### config.mk
export PLATFORM = sky130hd
export DESIGN_NAME = ca_state_serializer
export DESIGN_NICKNAME = d
export VERILOG_FILES = /design/src/rtl/ca_state_serializer.sv
export SDC_FILE = /design/constraint.sdc
export NUM_CORES = 1
export LEC_CHECK = 0
export CORE_AREA = 2 2 300 184
export DETAILED_ROUTE_END_ITERATION = 6
export DIE_AREA = 0 0 302 186
export GPL_TIMING_DRIVEN = 0
export PLACE_DENSITY = 0.73
export SLEW_MARGIN = 20
export SYNTH_ARGS = -nofsm -noshare
export SYNTH_HDL_FRONTEND = slang
export SYNTH_SLANG_ARGS = --single-unit
### constraint.sdc
create_clock -name clk -period 1.65 [get_ports clk]
set_input_delay 0.165 -clock clk [delete_from_list [all_inputs] [get_ports clk]]
set_output_delay 0.165 -clock clk [all_outputs]
set_load 0.02 [all_outputs]
### src/rtl/ca_state_serializer.sv
// Streams an N-bit CA generation snapshot out as N/W beats of W bits, LSB chunk first.
// Optional CA_POPCOUNT_EN: appends a trailing beat carrying the live-cell count of the frame.
module ca_state_serializer #(
  parameter int N = 512,
  parameter int W = 32
) (
  input  logic         clk,
  input  logic         areset_n,
  input  logic         in_valid,
  output logic         in_ready,
  input  logic [N-1:0] in_data,
  output logic         out_valid,
  input  logic         out_ready,
  output logic [W-1:0] out_data,
  output logic         out_last,
  output logic         busy
);

  localparam int BEATS = N / W;
  localparam int CW = (BEATS > 1) ? $clog2(BEATS) : 1;
  localparam logic [CW-1:0] LAST_BEAT = CW'(BEATS - 1);

`ifdef CA_POPCOUNT_EN
  typedef enum logic [1:0] {IDLE, SEND, POP} state_t;
`else
  typedef enum logic [1:0] {IDLE, SEND} state_t;
`endif

  state_t        state_reg, state_next;
  logic [N-1:0]  shift_reg, shift_next;
  logic [CW-1:0] cnt_reg, cnt_next;

`ifdef CA_POPCOUNT_EN
  logic [W-1:0]  acc_reg, acc_next;

  function automatic logic [W-1:0] popcount(input logic [W-1:0] v);
    logic [W-1:0] c;
    c = '0;
    for (int i = 0; i < W; i++) c = c + W'(v[i]);
    return c;
  endfunction
`endif

  always_ff @(posedge clk or negedge areset_n) begin
    if (!areset_n) begin
      state_reg <= IDLE;
      shift_reg <= '0;
      cnt_reg   <= '0;
`ifdef CA_POPCOUNT_EN
      acc_reg   <= '0;
`endif
    end else begin
      state_reg <= state_next;
      shift_reg <= shift_next;
      cnt_reg   <= cnt_next;
`ifdef CA_POPCOUNT_EN
      acc_reg   <= acc_next;
`endif
    end
  end

  // Outputs decode from the registered state only, so reset clears them asynchronously.
  always_comb begin
    state_next = state_reg;
    shift_next = shift_reg;
    cnt_next   = cnt_reg;
`ifdef CA_POPCOUNT_EN
    acc_next   = acc_reg;
`endif
    in_ready   = 1'b0;
    out_valid  = 1'b0;
    out_data   = '0;
    out_last   = 1'b0;
    busy       = 1'b0;
    case (state_reg)
      IDLE: begin
        in_ready = 1'b1;
        if (in_valid) begin
          shift_next = in_data;
          cnt_next   = '0;
          state_next = SEND;
        end
      end
      SEND: begin
        busy      = 1'b1;
        out_valid = 1'b1;
        out_data  = shift_reg[W-1:0];
`ifndef CA_POPCOUNT_EN
        out_last  = (cnt_reg == LAST_BEAT);
`endif
        if (out_ready) begin
          shift_next = shift_reg >> W;
          cnt_next   = cnt_reg + 1'b1;
`ifdef CA_POPCOUNT_EN
          acc_next   = acc_reg + popcount(shift_reg[W-1:0]);
          if (cnt_reg == LAST_BEAT) state_next = POP;
`else
          if (cnt_reg == LAST_BEAT) state_next = IDLE;
`endif
        end
      end
`ifdef CA_POPCOUNT_EN
      POP: begin
        busy      = 1'b1;
        out_valid = 1'b1;
        out_data  = acc_reg;
        out_last  = 1'b1;
        if (out_ready) begin
          acc_next   = '0;
          state_next = IDLE;
        end
      end
`endif
      default: state_next = IDLE;
    endcase
  end

endmodule

==> impl_metrics.py <==
metrics = {
    "die": {
        "dieWidth_um": 302,
        "std_cell_rows": 66,
        "io_pins": 552,
        "dieArea_um2": 56200,
        "core-area_um2": 53400,
        "initial_utilization": 0.445,
        "die_y_um": 186,
    },
    "placement": {
        "dpl.cell_count": 3486,
        "numPortBuffers": 550,
        "gp_congestion": 0.936,
        "preCtsSetupSlack_ps": -862,
        "hpwlAfterDp_um": 62400,
        "placed_area_um2": 30400,
    },
    "global_route": {
        "grt_util_all_layers": 0.285,
        "grt_pass1_wl_um": 120000,
        "gr-usage-met3": 0.0664,
        "use_met2": 0.462,
        "grt_max_degree": 104,
        "grt_pass1_vias": 20400,
        "overflow": 0,
        "grt.busiest_layer": "met2",
        "gr-usage-met1": 0.377,
        "antenna_found_initial": 24,
    },
    "routing": {
        "avgRoutedWirePerCell_um": 22.5,
        "drt_wl_total_um": 82600,
        "first_pass_iters": 5,
        "via_per_inst": 5.39,
        "drt-initial-drc-count": 1417,
        "ant_nets": 0,
        "drc": 0,
        "dr_total_vias": 19800,
    },
    "timing": {
        "fin_tns_setup_ps": -91890,
        "finalSetupViolations": 546,
        "setup_slack_ps": -311,
        "period_share": 1.19,
        "rsz0062_at_grt": "true",
        "hold_viol_final": 0,
        "fin_crit_ps": 1960,
        "hold_slack_ps": 59.8,
        "slew_headroom": 0.646,
        "fmax_ghz": 0.510,
        "worst_clock_skew_ps": 28.7,
        "worst_pin_slew_ps": 531,
        "slew_violations": 0,
    },
    "run": {
        "cap_violations": 0,
    },
    "cts": {
        "numCtsBuffers": 50,
        "clkLatencyLatePin_ps": 580,
        "clkTransAtPathRegs_ps": 60,
        "tritoncts": "yes",
        "clockBufferDepth": 3,
        "cts.sinks": 517,
        "htree_levels": 2,
        "cts_root_buffer": "clkbuf_16",
    },
    "setup_path": {
        "critical_path.max_fanout": 6,
        "end_kind": "output pin",
        "slowest_stage": "dfrtp_1",
        "critical_path_class": "reg -> out",
        "cp.arrival_ps": 1800,
        "worstPathRequired_ps": 1480,
        "cp-start-kind": "flip-flop",
        "slowest_delay_ps": 400,
        "path_cells": "buf_6, buf_12, buf_12, clkbuf_16, and2_4, buf_6",
    },
    "cells_and_area": {
        "syn2layout_area_growth_pct": 43.9,
        "largest_reg_flops": 512,
        "final_cell_mix": "dfrtp_1 (517), clkdlybuf4s50_1 (513), mux2i_1 (469)",
        "nFillCells": 4166,
        "mostFrequentLayoutCell": "dfrtp_1",
        "layout.cells.non_filler": 3667,
        "nNetsFinal": 3416,
        "drive_above_1_share": 0.149,
        "final_cell_area_um2": 34200,
    },
    "logic_synthesis": {
        "synthCells": 2216,
        "synth_nets": 2733,
        "ys_warn_count": 0,
        "synth_area_per_cell_um2": 10.7,
        "syn_area_um2": 23800,
        "ys_ff_latch": 517,
        "yosysUniqueCellTypes": 25,
        "ys_seq_area_frac": 0.544,
    },
    "power_and_ir_drop": {
        "peakVddDrop_uv": 819,
        "leakagePower_uw": 0.0177,
        "p_per_area_nw_per_um2": 1420,
    },
    "status": {
        "outcome": "complete, but fails checks",
        "violations": "setup timing",
    },
    "min_path": {
        "hp-class": "in -> async",
    },
}
-- worst max-delay path, delay by kind of cell (launching register included) --
family	cells	cell delay [ps]
buffers and inverters	5	680
AND/OR/NAND/NOR	1	140
flip-flops	1	400
-- synthesized netlist by cell type (all sizes together) --
library cell,n,share of area
a21oi,1,0.00021
nand2,485,0.077
dfrtp,517,0.54
and4,1,0.00037
xor2,2,0.00074
nand4,1,0.00026
xnor2,1,0.00037
inv,1,0.00016
a22o,32,0.012
ha,1,0.00053
and2,32,0.0084
nor2,1,0.00016
o22ai,2,0.00053
nor2b,1,0.00026
buf,118,0.042
clkbuf,56,0.0097
mux2i,482,0.20
o21ai,482,0.10
-- metrics by stage --
stage	utilization	power, uW
finish	0.641	48600
global placement	0.565	34100
floorplan	-	28500
detailed placement	0.568	34800
CTS	0.626	47800
global route	0.641	51400
-- per-layer routing --
layer,vias up,wire length (um)
met5,-,98
met4,16,2660
met3,151,6150
met2,734,39300
met1,9821,34400
li1,9058,-
-- path summary, 6_finish.rpt --
| path | depth (start not counted) | start | slack [ps] | endpoint |
|---|---|---|---|---|
| worst min register to register | 2 | shift_reg[61] | 480 | shift_reg[61] |
| worst min-delay path | 2 | areset_n | 60 | shift_reg[85] |
| max in group asynchronous | 5 | areset_n | 100 | shift_reg[196] |
| worst max-delay path | 6 | state_reg[0] | -310 | out_data[25] |
| worst max register to register | 10 | state_reg[0] | -310 | shift_reg[111] |
| min in group clk | 2 | in_data[499] | 200 | shift_reg[499] |
-- power by group --
group          internal, uW  leakage (uW)  total, uW  switching, uW
logic                  8380       0.00995      16400           7990
registers             17500       0.00700      21000           3450
clock network          6200      0.000775      11300           5090
-- kinds of logic (layout without fill, tap and decap cells) --
group / Yosys count / count (layout) / synth area share
xor+xnor: 3 / 3 / 0.00110
flops: 517 / 517 / 0.544
mux: 482 / 482 / 0.203
compound gates: 517 / 517 / 0.114
simple gates: 521 / 521 / 0.0860
other cells: 0 / 18 / 0
fa+ha+maj: 1 / 1 / 0.000526
buf+inv: 175 / 894 / 0.0519
-- repair_timing --
item                                   in CTS  in global routing
pin swaps                                   1                  0
gates resized for setup                   400                254
endpoints found under the hold margin     190                  0
gates cloned                               25                 15
setup endpoints to repair                 551                615
hold buffers                                2                  0
setup buffers                              18                 18
-- final cells by class --
type | instances | area [um^2] | share of cell area
diodes | 18 | 45.0 | 0.00132
flip-flops and latches | 517 | 12900 | 0.378
multi-input cells | 1524 | 9910 | 0.290
clock buffers | 71 | 1430 | 0.0418
inverters | 1 | 7.51 | 0.000219
plain buffers | 174 | 1720 | 0.0503
clock inverters | 17 | 138 | 0.00402
well taps | 714 | 893 | 0.0261
repair buffers | 631 | 7150 | 0.209
No activity file was read; power rests on OpenSTA's default activity.
